<file path="src/rtl/alu_arbiter.sv">
// Two-requester front end for one shared combinational ALU.
// Round-robin grant, registered operands, captured result held until consumed.
module alu_arbiter #(
   parameter int DATA_W = 8,
   parameter int SEL_W  = 4
) (
   input  logic              clk,
   input  logic              rst,
   input  logic              req0_valid,
   input  logic              req1_valid,
   output logic              req0_ready,
   output logic              req1_ready,
   input  logic [DATA_W-1:0] req0_a,
   input  logic [DATA_W-1:0] req0_b,
   input  logic [DATA_W-1:0] req1_a,
   input  logic [DATA_W-1:0] req1_b,
   input  logic [SEL_W-1:0]  req0_sel,
   input  logic [SEL_W-1:0]  req1_sel,
   output logic [DATA_W-1:0] alu_a,
   output logic [DATA_W-1:0] alu_b,
   output logic [SEL_W-1:0]  alu_sel,
   input  logic [DATA_W-1:0] alu_out,
   input  logic              alu_carry,
   output logic              resp0_valid,
   output logic              resp1_valid,
   input  logic              resp0_ready,
   input  logic              resp1_ready,
   output logic [DATA_W-1:0] resp_data,
   output logic              resp_carry,
   output logic              busy
);

   typedef enum logic [1:0] {
      IDLE = 2'd0,
      EXEC = 2'd1,
      RESP = 2'd2
   } state_t;

   state_t state;
   logic   ptr;
   logic   owner;
   logic   grant1;
   logic   accept;
   logic   done;

   // Pointer only breaks ties; a lone requester always wins.
   always_comb begin
      grant1 = 1'b0;
      if (req0_valid && req1_valid)
         grant1 = ptr;
      else
         grant1 = req1_valid;
   end

   assign accept = (state == IDLE) && !rst
                   && (req0_valid || req1_valid);

   assign req0_ready = accept && !grant1;
   assign req1_ready = accept && grant1;

   assign resp0_valid = (state == RESP) && !owner;
   assign resp1_valid = (state == RESP) && owner;

   assign done = (state == RESP)
                 && (owner ? resp1_ready : resp0_ready);

   assign busy = (state != IDLE);

   always_ff @(posedge clk or posedge rst) begin
      if (rst) begin
         state      <= IDLE;
         ptr        <= 1'b0;
         owner      <= 1'b0;
         alu_a      <= '0;
         alu_b      <= '0;
         alu_sel    <= '0;
         resp_data  <= '0;
         resp_carry <= 1'b0;
      end else begin
         unique case (state)
            IDLE: begin
               if (accept) begin
                  alu_a   <= grant1 ? req1_a : req0_a;
                  alu_b   <= grant1 ? req1_b : req0_b;
                  alu_sel <= grant1 ? req1_sel : req0_sel;
                  owner   <= grant1;
                  state   <= EXEC;
               end
            end
            EXEC: begin
               resp_data  <= alu_out;
               resp_carry <= alu_carry;
               state      <= RESP;
            end
            RESP: begin
               if (done) begin
                  ptr   <= ~owner;
                  state <= IDLE;
               end
            end
            default: state <= IDLE;
         endcase
      end
   end

endmodule
</file>
<file path="config.mk">
export PLATFORM = sky130hd
export DESIGN_NAME = alu_arbiter
export DESIGN_NICKNAME = d
export VERILOG_FILES = /design/src/rtl/alu_arbiter.sv
export SDC_FILE = /design/constraint.sdc
export NUM_CORES = 1
export LEC_CHECK = 0
export CORE_MARGIN = 8
export CORE_UTILIZATION = 41
export DETAILED_ROUTE_END_ITERATION = 10
export GPL_TIMING_DRIVEN = 0
export MAX_ROUTING_LAYER = met4
export PLACE_DENSITY_LB_ADDON = 0.3
export SETUP_SLACK_MARGIN = 0.1
export SLEW_MARGIN = 20
export SYNTH_ARGS = -nofsm -noshare
export SYNTH_HDL_FRONTEND = slang
export SYNTH_SLANG_ARGS = --single-unit
</file>
<file path="constraint.sdc">
create_clock -name clk -period 4.5 [get_ports clk]
set_input_delay 0.675 -clock clk [delete_from_list [all_inputs] [get_ports clk]]
set_output_delay 0.675 -clock clk [all_outputs]
set_load 0.01 [all_outputs]
</file>
======== Word level (Yosys, flattened, before mapping) ========
Cells that the tools add are included.
storage, ports and cells
  output and inout bits ................... 34
  bits of input ports ..................... 55
  latch bits .............................. 0
  ROM bits ................................ 0
  flip-flop bits (word level) ............. 33
  word-level logic and storage cells ...... 38
  memories kept ........................... 0
  memory bits (writable) .................. 0
cells by class
  div/mod/pow operators ................... 0
  bitwise logic cells ..................... 1
  reduce and logical (&&, ||, !) cells .... 17
  muxes and demuxes ....................... 8
  add/sub/neg operators ................... 0
  multipliers ............................. 0
  $lt $le $gt $ge ......................... 0
  eq/ne operators ......................... 4
  shift-type cells ........................ 0
operator list
  operator                                             count
  2-to-1 mux 8 bit                                     2
  logical AND 1 bit                                    8
  one-hot mux 2 bit (3 select lines)                   1
  AND reduction 2 bit                                  3
  2-to-1 mux 2 bit                                     2
  2-to-1 mux 4 bit                                     1
  inequality test 2 bit, second input constant         2
  logical NOT 1 bit                                    3
  equality test 2 x 1 -> 1 bit, second input constant  1
  equality test 2 bit, second input constant           1
  logical NOT 2 bit                                    1
  2-to-1 mux 1 bit                                     2
  nonzero test 2 bit                                   1
  logical OR 1 bit                                     1
  inverter 1 bit                                       1

======== Longest topological paths before layout ========
Gate-level depths: netlist of run 1.
  depth in word-level cells ............... 5
  mapped depth ............................ 4
  mapped depth without buffers ............ 3

======== Worst setup path before layout of run 1 ========
No wires, ideal clock.
  kind .................................... in2out
  start point ............................. in rst
  end point ............................... out req1_ready
  path buffers ............................ 1
  cell stages on the path ................. 4
  setup slack ............................. 1,704 ps
  arrival ................................. 2,121 ps
  data required time ...................... 3,825 ps
  cells stage by stage .................... inv_1 -> o2111ai_1 -> clkbuf_1 -> inv_1
between the ends
  longest elaborated chain between the ends .. 4
ends and longest elaborated chain
  what                         RTL line  RTL
  from (decl)                  8         input logic rst,
  logical NOT 1 bit (no line)  --
  logical AND 1 bit            55        assign accept = (state == IDLE) && !rst
  logical AND 1 bit            56        && (req0_valid || req1_valid);
  logical AND 1 bit            59        assign req1_ready = accept && grant1;
  to (decl)                    12        output logic req1_ready,
Every way passes these cells.

======== Final worst setup path of run 1 ========
Same ends and word-level chain as after synthesis.

==> results list, run 1 <==
* Ratio of cells with drive above 1 in the final layout: 9.13%
- Clock latency on the worst-skew pair, taken at its later pin, is 0.28 ns.
- After detailed routing, the wire length on met1 is 1830 um.
- The number of nets handed over by synthesis was 211.
* Die area: 0.00599 mm2
- Yosys printed 0 warnings.
- For this design the static power due to leakage is 1.20 nW.
* Kind of start point of the critical path: primary input
- Post-cts sizing count: 0
- sky130_fd_sc_hd__dfrtp_1 takes more of the synthesized area than any other cell.
- The startpoint identified for the worst register-to-register timing path is state[1]$_DFFE_PP0P_.
* Highest signal layer in the routed design: met4
* Number of antenna violations at the first check in global routing: 0
* Cell Area, Synth: 0.00154 mm2
- Setup violations remaining at the end of the flow were counted as 0.
- Time the worst path needs with I/O delays and setup: 3.68 ns
- The number of global-route vias before repair came to 1535.
* I/O pin count: 89
- Using the TritonRoute via totals, the vias-per-cell ratio works out to approximately 4.8.
- Most area-consuming cells after synthesis: sky130_fd_sc_hd__dfrtp_1, sky130_fd_sc_hd__inv_1, sky130_fd_sc_hd__o221ai_1
- Post-Synthesis Mean Instance Area: between 9 and 10 um2
* Number of remaining DRC errors: 0
- For flop-to-flop paths, the worst setup slack is 2.88 ns.
- Data on the critical path arrives at its endpoint at ~3 ns.
* Maximum number of pins on one net before global-route repair: 35
* Fraction of the cycle the final worst path needs: between 80% and 90%
- The filler cells instantiated in the layout total 301.
- Buffers inserted during clock tree synthesis total 5.
- Adding up every negative setup slack in the final design gives 0 ns.
- Clock-pin slew reported for the worst setup and hold paths after clock tree synthesis: approximately 0.07 ns
- For this run, the register share of the synthesized area comes to 53.5%.
- After legalization and detailed placement, the total HPWL measured 3590 um.
- Die Ht: slightly below 80 um
- Startpoint-to-endpoint class of the critical path: in2out
- The worst setup path is captured at a primary output.
* Met3 WL: 376 um
- Total of buffers placed on input and output ports: about 90
- The floorplan has 22 rows.
- Sum of routed wire length over all layers: 4730 um
- Routed vias: approximately 1400
- Between clock sinks in the finished design, the worst skew comes to 0.00506 ns.
* Hold-fix buffer count after cts: 0
- Tightest hold margin: 0.509 ns
* Number of buffers inserted by post-CTS setup repair: 0
- Setup crit end: req1_ready
- The hold violation count in the final report came to 0.
- Root buffer selected by CTS: sky130_fd_sc_hd__clkbuf_8
- Dividing the detail-routed wire length by the instance count gives 15.8 um.
* VDD IR max: about 330 uV
- The net count of the finished layout is 306.
* Met2 Routed Length: roughly 2500 um
* Overall global routing resource usage: 16.5%
- Area growth, synth to finish: 66.3%
- The H-tree generated during clock tree synthesis spans 2 levels.
- Counting cells, the worst reg-to-reg path comes to 4.
* Power per cell area: 550 mW/mm2
* Share of the synthesized area in the top cell type: 53.5%
* Chip Width: 77.4 um
- Core footprint: 0.00363 mm2
* Gp weighted congestion: 0.730
- Required time of the critical path: roughly 3.8 ns
- Post-route antenna net violation count: 0
- Clock net sink count: 33
- Worst r2r dst: alu_b[2]$_DFFE_PP0P_
- For this run the aggregate overflow at the end of global routing stands at 0.
- In the synthesized netlist, the number of instances is 156.
* TritonCTS clock tree: done
- Unrepaired setup endpoints after global routing: no
* Diode count: 0
- Critical path launch point: rst
* Max Transition Viols Final: 0
- Max Root-Sink Buffers: 2
* Worst hold-check path type: reg2reg
* Drt first pass iters: 4
* Starting Density: a little over two fifths
- Along the worst path, the maximum fanout reaches 34.
- Transition at the pin with the smallest max-transition slack: 0.695 ns
* Achievable Freq: 0.272 GHz
- Flip-flop and latch count after synthesis: 33
* Wire length of the first global-routing pass: 7730 um
* Initial drt markers: 60
- Result of the run: finished, final reports clean
* Count of cell types in the netlist: 19
- Max Cap Violations: 0
- Headroom to the max-slew limit came out at 53.6%.
==> layer usage <==
layer	vias up	GRT usage [%]
met1	675	18.0
met4	0	6.23
li1	710	-
met3	5	5.07
met2	58	27.8
met5	-	-
==> cell type report <==
cell class	instances	area [um2]	area share, %
Buffer	9	50.0	1.95
Clock buffer	6	72.6	2.83
Clock inverter	2	10.0	0.390
Inverter	47	176	6.87
Multi-Input combinational cell	67	492	19.2
Sequential cell	33	826	32.2
Tap cell	48	60.1	2.34
Timing Repair Buffer	88	881	34.3
==> flip-flops by register name, summed over array words and instances (netlist names) <==
signal,cells
ptr,1
alu_sel,4
alu_a,8
alu_b,8
state,2
resp_carry,1
resp_data,8
owner,1
==> worst min-delay path by stage <==
stage	from	endpoint	slack, ns	depth (start not counted)
6_report	resp_data[5]$_DFFE_PP0N_	resp_data[5]$_DFFE_PP0N_	0.51	1
3_3_place_gp	resp_data[5]$_DFFE_PP0N_	resp_data[5]$_DFFE_PP0N_	0.49	1
2_1_floorplan	owner$_DFFE_PP0P_	ptr$_DFFE_PP0P_	0.51	1
3_5_place_dp	resp_data[3]$_DFFE_PP0N_	resp_data[3]$_DFFE_PP0N_	0.50	1
5_1_grt	resp_data[2]$_DFFE_PP0N_	resp_data[2]$_DFFE_PP0N_	0.53	1
4_1_cts	resp_data[7]$_DFFE_PP0N_	resp_data[7]$_DFFE_PP0N_	0.51	1
==> power breakdown <==
| part | internal [mW] | switching, mW |
|---|---|---|
| logic | 0.405 | 0.282 |
| clock network | 0.107 | 0.106 |
| registers | 0.438 | 0.0756 |
| total | 0.949 | 0.464 |
==> cell families (layout without fill, tap and decap cells) <==
logic type	after synthesis	count (layout)	share of synthesized area (%)
mux	9	9	6.56
simple gates	10	10	3.49
compound gates	48	48	21.8
flops	33	33	53.5
buf+inv	56	152	14.7
==> critical path: stages <==
cell,delay (ns)
sky130_fd_sc_hd__clkdlybuf4s50_1,0.45
sky130_fd_sc_hd__inv_2,0.53
sky130_fd_sc_hd__o2111ai_1,0.38
sky130_fd_sc_hd__clkbuf_1,0.33
sky130_fd_sc_hd__inv_1,0.10
sky130_fd_sc_hd__clkdlybuf4s50_1,0.54
==> placed cells by master (no fill, tap or decap), types with 2 or more instances in the layout <==
| cell | instances |
|---|---|
| sky130_fd_sc_hd__clkdlybuf4s50_1 | 88 |
| sky130_fd_sc_hd__inv_1 | 46 |
| sky130_fd_sc_hd__dfrtp_1 | 33 |
| sky130_fd_sc_hd__o21ai_0 | 24 |
| sky130_fd_sc_hd__o221ai_1 | 18 |
| sky130_fd_sc_hd__mux2_2 | 9 |
| sky130_fd_sc_hd__clkbuf_1 | 7 |
| sky130_fd_sc_hd__nor2_1 | 5 |
| sky130_fd_sc_hd__clkbuf_8 | 5 |
| sky130_fd_sc_hd__buf_6 | 2 |
| sky130_fd_sc_hd__o221ai_2 | 2 |
| sky130_fd_sc_hd__clkinv_2 | 2 |
==> metrics by stage <==
| step | util [%] | power (mW) | instances | setup slack [ns] | cell area (um2) |
|---|---|---|---|---|---|
| after floorplan | - | 0.808 | 156 | 1.70 | 1540 |
| after global placement | 68.4 | 1.19 | 292 | 0.235 | 2480 |
| after detailed placement | 68.4 | 1.21 | 292 | 0.768 | 2480 |
| after CTS | 70.7 | 1.43 | 300 | 0.764 | 2570 |
| after global routing | 70.7 | 1.51 | 300 | 0.582 | 2570 |
| final | 70.7 | 1.41 | 300 | 0.818 | 2570 |
==> cell usage after synthesis <==
library cell and instances:
sky130_fd_sc_hd__a211o_1 1, sky130_fd_sc_hd__a21oi_1 1, sky130_fd_sc_hd__a31oi_1 1, sky130_fd_sc_hd__and3_1 1
sky130_fd_sc_hd__buf_2 1, sky130_fd_sc_hd__buf_6 2, sky130_fd_sc_hd__clkbuf_1 6, sky130_fd_sc_hd__dfrtp_1 33
sky130_fd_sc_hd__inv_1 47, sky130_fd_sc_hd__mux2_2 9, sky130_fd_sc_hd__nand2_1 1, sky130_fd_sc_hd__nand2b_1 1
sky130_fd_sc_hd__nor2_1 5, sky130_fd_sc_hd__o2111ai_1 1, sky130_fd_sc_hd__o21ai_0 24, sky130_fd_sc_hd__o221ai_1 18
sky130_fd_sc_hd__o221ai_2 2, sky130_fd_sc_hd__or2b_1 1, sky130_fd_sc_hd__or3_4 1
Note: power is estimated with default switching activity, not from simulation.
==> run 2, diff against run 1 <==
CORE_UTILIZATION = 38   (was 41)
clock period = 3.4 ns   (was 4.5 ns; I/O delays follow)
==> run 2 against run 1 <==
Power up 33%. Sequential power up 32%. Wire length shrank 3.5%. Global-route usage decreased by 1.9 points. Combinational power increased by 32%. Sequential share of layout area shrank 0.14 points. Critical path type unchanged. Highest routed layer unchanged.
==> results list, run 2 (same netlist as run 1, synthesis figures left out) <==
- The endpoint identified for the worst register-to-register timing path is alu_b[5]$_DFFE_PP0P_.
- Max transition margin: 64.9%
- # H-tree levels: 2
* Chip Width: around 80 um
- After detailed routing, the average wire length per cell comes to between 15 and 20 um.
- The total area inside the core boundary comes to 0.00394 mm2.
* Number of antenna violations at the first check in global routing: 0
* Switching share of power: 31.9%
* Required time of the critical path: 2.89 ns
* Regs by FF count: alu_a x8, alu_b x8, resp_data x8
* Inserted Clock Buffers: 5
- TritonCTS built the clock tree.
* Power per cell area: roughly 730 mW/mm2
- Commonest cells after routing, fill and taps aside: sky130_fd_sc_hd__clkdlybuf4s50_1, sky130_fd_sc_hd__inv_1, sky130_fd_sc_hd__dfrtp_1
- Wire length of the first global-routing pass: 7150 um
- Summed over all nets, the half-perimeter wirelength after detailed placement is 3610 um.
- Achievable Freq: 0.329 GHz
- Final net count: 306
- Hold-fix buffer count after cts: 0
- For the pin with the worst max-slew slack, the measured transition is 0.527 ns.
- CTS saw 33 sinks.
* Power Internal: 1.28 mW
- For hold timing, the worst endpoint is resp_data[1]$_DFFE_PP0N_.
* Time the worst path needs with I/O delays and setup: 3.04 ns
- Final design instance area without fill: 0.00258 mm2
- Ratio of cells with drive above 1 in the final layout: 8.76%
- The hold violation count in the final report came to 0.
- Summed negative setup slack over all endpoints: 0 ns
- Inst Count DP: 294
* Total of buffers placed on input and output ports: 88
- Startpoint-to-endpoint class of the critical path: in2out
- Sequential cells account for 36.2% of the total power.
- Initial drt markers: 44
* Most common cell after layout, fill and taps aside: sky130_fd_sc_hd__clkdlybuf4s50_1
* Die area: roughly 0.0064 mm2
- Maximum number of pins on one net before global-route repair: 35
* Fraction of the cycle the final worst path needs: 89.3%
- The tree is rooted in a sky130_fd_sc_hd__clkbuf_8.
* Crit path largest cell delay: 0.54 ns
* Total number of placement rows: 23
* Max FO, Critical Path: 34
- The critical path goes through clkdlybuf4s50_1 > inv_6 > o2111ai_1 > clkbuf_1 > inv_1 > clkdlybuf4s50_1.
* Sum of routed wire length over all layers: 4560 um
- Post-route antenna net violation count: 0
* Kind of start point of the critical path: primary input
- Cell area reported after detailed placement: ~0.0025 mm2
* Hold-critical path depth: 1
* Max Root-Sink Buffers: 2
- Critical Path AT: 2.53 ns
* Worst Setup End Kind: primary output
- Number of remaining DRC errors: 0
- Via-to-Cell Ratio: around 4.8
- Cell type of the slowest stage on the worst timing path: sky130_fd_sc_hd__clkdlybuf4s50_1
- Number of setup violations in the final report: 0
- Leakage dissipation: roughly 1.2 nW
- Number of standard cells in the layout, taps in and fillers out: 301
- The worst register-to-register path begins at ptr$_DFFE_PP0P_.
- Across every metal layer, demand over resource in global routing totals 14.7%.
* I/O pin count: 89
- Flop2flop setup slack: 1.78 ns
- From bottom edge to top edge, the die measures 79.7 um.
- Area growth, synth to finish: 67.0%
* Routed vias: 1432
- Tightest hold margin: 0.504 ns
* VDD IR max: 344 uV
- Vias in the first global route: 1496
- Clock latency on the worst-skew pair, taken at its later pin, is 0.27 ns.
- Combinational share of power: between 40% and 50%
- R2R cell count: 3
- The total overflow left after global routing is 0.
* Starting Density: between 30 and 40%
- Gp weighted congestion: 0.726
- Top cell by count, worst path: sky130_fd_sc_hd__clkdlybuf4s50_1
- Max-cap violations in this run came to 0.
- Total net switching power: just under 600 uW
- Max Transition Viols Final: 0
- The pre-antenna-repair detailed-routing pass consisted of 4 iterations.
- The worst hold path begins at resp_data[1]$_DFFE_PP0N_.
- Share of power burned in the clock network: 15.3%
- Clock-pin slew reported for the worst setup and hold paths after clock tree synthesis: 0.06 ns
- Worst hold-check path type: reg2reg
* Worst clock skew: 0.00177 ns
- The number of antenna diodes in the final layout is 0.
* Result of the run: finished, final reports clean
- Setup repair after global routing left no endpoint under its margin.
-- run 2: cell count changes in the layout (fill, tap and decap cells not counted) --
cell | previous run | this run
sky130_fd_sc_hd__clkinv_2 | 2 | 0
sky130_fd_sc_hd__clkbuf_8 | 5 | 6
sky130_fd_sc_hd__inv_2 | 1 | 0
sky130_fd_sc_hd__inv_6 | 0 | 1
-- run 2: worst max-delay path by stage --
stage / startpoint / endpoint / slack [ns] / depth (start not counted)
4_1_cts: rst / req1_ready / 0.21 / 6
3_3_place_gp: rst / req1_ready / -0.52 / 6
3_5_place_dp: rst / req1_ready / -0.03 / 6
2_1_floorplan: rst / req1_ready / 0.93 / 4
6_report: rst / req1_ready / 0.36 / 6
5_1_grt: rst / req1_ready / 0.17 / 6
-- run 2: layout make-up --
cell class | count | area, um2
timing repair buffer | 88 | 881
inverter | 47 | 181
multi-input combinational | 67 | 492
fill | 313 | 1360
buffer | 9 | 50.0
clock buffer | 7 | 86.3
tap | 50 | 62.6
sequential | 33 | 826
-- run 2: critical path: cells and delay by family --
kind	cells	cell delay [ns]
buffers and inverters	5	1.72
AOI/OAI and AO/OA	1	0.29
-- run 2: metrics by stage --
step / setup WS, ns / power, mW / util [%]
after floorplan: 0.934 / 1.07 / -
after global placement: -0.524 / 1.58 / 63.1
after detailed placement: -0.0323 / 1.61 / 63.1
after CTS: 0.205 / 1.90 / 65.3
after global routing: 0.168 / 2.00 / 65.4
final: 0.364 / 1.87 / 65.4
-- run 2: routing by layer --
metal	share of wire (%)	track usage, %	up-vias	wire length [um]
met5	0	-	-	0
met3	9.7	6.08	2	443
met4	0.68	4.91	0	31
met1	42	16.8	671	1930
met2	47	22.7	52	2160
li1	-	-	707	-
-- run 2: power groups by stage --
stage | logic (mW) | clock network, mW | registers, mW
after detailed placement | 0.923 | 0 | 0.688
after global routing | 0.981 | 0.320 | 0.703
after CTS | 0.928 | 0.297 | 0.679
after floorplan | 0.311 | 0 | 0.758
after global placement | 0.909 | 0 | 0.673
final | 0.909 | 0.286 | 0.678
-- run 2: what timing repair did --
item                                    CTS  global route
endpoints found under the setup margin    1             1
resized for setup                         1             1
setup buffers                             0             0
==> run 3, diff against run 2 <==
CORE_UTILIZATION = 34   (was 38)
==> run 3 against run 2 <==
Sequential cell count unchanged. Clock skew increased by 0.0022 ns. First-iteration DRC count unchanged. Final cell count increased by 1.0%. Sequential share of layout area decreased by 0.40 points. Via count increased by 1.6%. Wire length increased by 1.5%. Combinational power about the same. Sequential power increased by 1%. Design area increased by 1.3%. Clock power increased by 32%. Non-clock buffer count unchanged.
==> results list, run 3 (same netlist as run 1, synthesis figures left out) <==
- The flow ran to the end, and the final reports show no timing, DRC or antenna violations.
* Maximum number of pins on one net before global-route repair: 35
* Clock insertion delay at the later pin of the skew report: 0.28 ns
- Of the available clock period, the critical path in the final layout requires 89.0%.
- The number of max-slew violations in the final report is 0.
- Total power after layout: 1.97 mW
- The post-route netlist has 9.13% of its cells at a drive strength greater than 1.
- The cell sitting at the root of the clock tree is a sky130_fd_sc_hd__clkbuf_8.
- Achievable Freq: 0.331 GHz
- Buffers placed on the I/O ports in this run total 88.
- CTS built an H-tree with a depth of 2.
- The number of buffers and inverters on the critical path is 5.
* Worst clock skew: approximately 0.0040 ns
* Total number of placement rows: 24
* Most common cell after layout, fill and taps aside: sky130_fd_sc_hd__clkdlybuf4s50_1
* Final net count: about 300
* Unrepaired setup endpoints after global routing: no
* Final setup margin: 0.375 ns
- The first routing iteration left between 40 and 50 violations.
- Commonest cells after routing, fill and taps aside: sky130_fd_sc_hd__clkdlybuf4s50_1, sky130_fd_sc_hd__inv_1, sky130_fd_sc_hd__dfrtp_1
- TritonCTS clock tree: done
- STA puts the critical path data required time at 2.89 ns.
- Clock tree synthesis found a total of 33 sinks.
* Met2 routing resource usage after global routing: 19.9%
- Setup crit end: req1_ready
- Number of remaining DRC errors: 0
- Worst Setup End Kind: primary output
* Sum of routed wire length over all layers: ~4600 um
* Crit path largest cell delay: 0.54 ns
* Family with the most delay on the worst path: buffers and inverters
* Max FO, Critical Path: 34
- Post-DP HPWL: 3590 um
- Max transition margin: 65.7%
- The first TritonRoute pass finished after 4 iterations.
* Leakage dissipation: 1.21 nW
- Worst hold-check path type: reg2reg
* Startpoint-to-endpoint class of the critical path: in2out
- Among all stages on the critical path, the largest delay is contributed by sky130_fd_sc_hd__clkdlybuf4s50_1.
* Max Root-Sink Buffers: 2
- Hold violation count in the final report: 0
* Overall global routing resource usage: 13.7%
- I/O pin count: 89
- The worst-case IR drop observed on VDD is 317 uV.
- The first global-routing pass estimated 7600 um of wire.
* Hold-fix buffer count after cts: 0
- Clock-pin slew reported for the worst setup and hold paths after clock tree synthesis: 0.07 ns
- Top cell by count, worst path: sky130_fd_sc_hd__clkdlybuf4s50_1
- OpenSTA, run right after detailed placement, puts the worst setup slack at -0.0270 ns.
* Cell depth of the worst setup path: 6
- Met3 track utilization from global routing: 6.35%
* Kind of start point of the critical path: primary input
- Counting instances, the worst hold path has a depth of 1.
* CP Cell Sequence: clkdlybuf4s50_1 > inv_6 > o2111ai_1 > clkbuf_1 > inv_1 > clkdlybuf4s50_1
- The region available for standard cell placement spans 0.00435 mm2.
- Routability-driven placement finished with a final weighted congestion of about 0.74.
- The floorplan step defined a die boundary enclosing 0.00695 mm2.
- Routed vias: 1455
- Global routing usage on met1: 16.6%
- Global route overflow: 0
- Max Cap Violations: 0
* Die Ht: 83.4 um
* Post-route antenna net violation count: 0
- The worst register-to-register path begins at ptr$_DFFE_PP0P_.
- Across all register-to-register paths, the minimum setup slack is 1.76 ns.
- Area growth, synth to finish: 69.1%
* Chip Width: 83.4 um
- Inserted Clock Buffers: 5
- In the routed layout, each cell is associated on average with a via count of 4.79.
- Number of buffers inserted by post-CTS setup repair: 0
- Across all hold checks on the routed design, the worst slack comes to roughly 0.50 ns.
- The largest registers in the layout are alu_a x8, alu_b x8, resp_data x8.
- Starting Density: 35.5%
- Critical path launch point: rst
- Transition at the pin with the smallest max-transition slack: 0.515 ns
- Wirelength per Cell: 15.2 um
- The number of global-route vias before repair is 1522.
- Time the worst path needs with I/O delays and setup: approximately 3 ns
* Power per cell area: 754 mW/mm2
* R2R cell count: 3
* Critical Path AT: ~2.5 ns
- In this run the most used layer during global routing was met2.
- Number of setup violations in the final report: 0
- Number of antenna violations at the first check in global routing: 0
- The filler cells instantiated in the layout total 383.
- Diode count: 0
- Share of the core filled with cells in the final layout: between 50% and 60%
- Worst r2r dst: alu_a[4]$_DFFE_PP0P_
- Summed negative setup slack over all endpoints: 0 ns
## run 3: layer usage
| layer | up-vias | routed length (um) |
|---|---|---|
| met5 | - | 0 |
| met4 | 0 | 33 |
| met3 | 4 | 420 |
| met2 | 55 | 2060 |
| met1 | 685 | 2110 |
| li1 | 711 | - |
## run 3: cell type report
type / instances / area [um2] / share of cell area [%]
buffer: 9 / 50.0 / 1.92
multi-input combinational: 67 / 492 / 18.8
inverter: 47 / 181 / 6.95
clock inverter: 1 / 30.0 / 1.15
tap: 52 / 65.1 / 2.49
sequential: 33 / 826 / 31.6
clock buffer: 7 / 86.3 / 3.31
timing repair buffer: 88 / 881 / 33.7
## run 3: repair_timing
action	CTS	global route
endpoints found under the setup margin	1	1
cloned	0	0
gates resized for setup	1	1
## run 3: power by group
group | switching [mW] | leakage, nW | internal, mW | total [mW]
Combinational | 0.371 | 0.753 | 0.536 | 0.907
Clock | 0.138 | 0.0585 | 0.239 | 0.377
Sequential | 0.105 | 0.400 | 0.579 | 0.685
Total | 0.615 | 1.21 | 1.35 | 1.97
## run 3: how the worst min path moves through the flow
stage	to	startpoint	slack, ns
floorplan	ptr$_DFFE_PP0P_	owner$_DFFE_PP0P_	0.51
global placement	resp_data[6]$_DFFE_PP0N_	resp_data[6]$_DFFE_PP0N_	0.49
detailed placement	resp_data[4]$_DFFE_PP0N_	resp_data[4]$_DFFE_PP0N_	0.49
CTS	resp_data[4]$_DFFE_PP0N_	resp_data[4]$_DFFE_PP0N_	0.51
global route	resp_data[4]$_DFFE_PP0N_	resp_data[4]$_DFFE_PP0N_	0.53
finish	resp_data[0]$_DFFE_PP0N_	resp_data[0]$_DFFE_PP0N_	0.50
## run 3: metrics by stage
step                      instances  instance area (um2)
final                           304                 2610
after global routing            304                 2610
after CTS                       304                 2610
after detailed placement        296                 2490
after global placement          296                 2490
after floorplan                 156                 1540
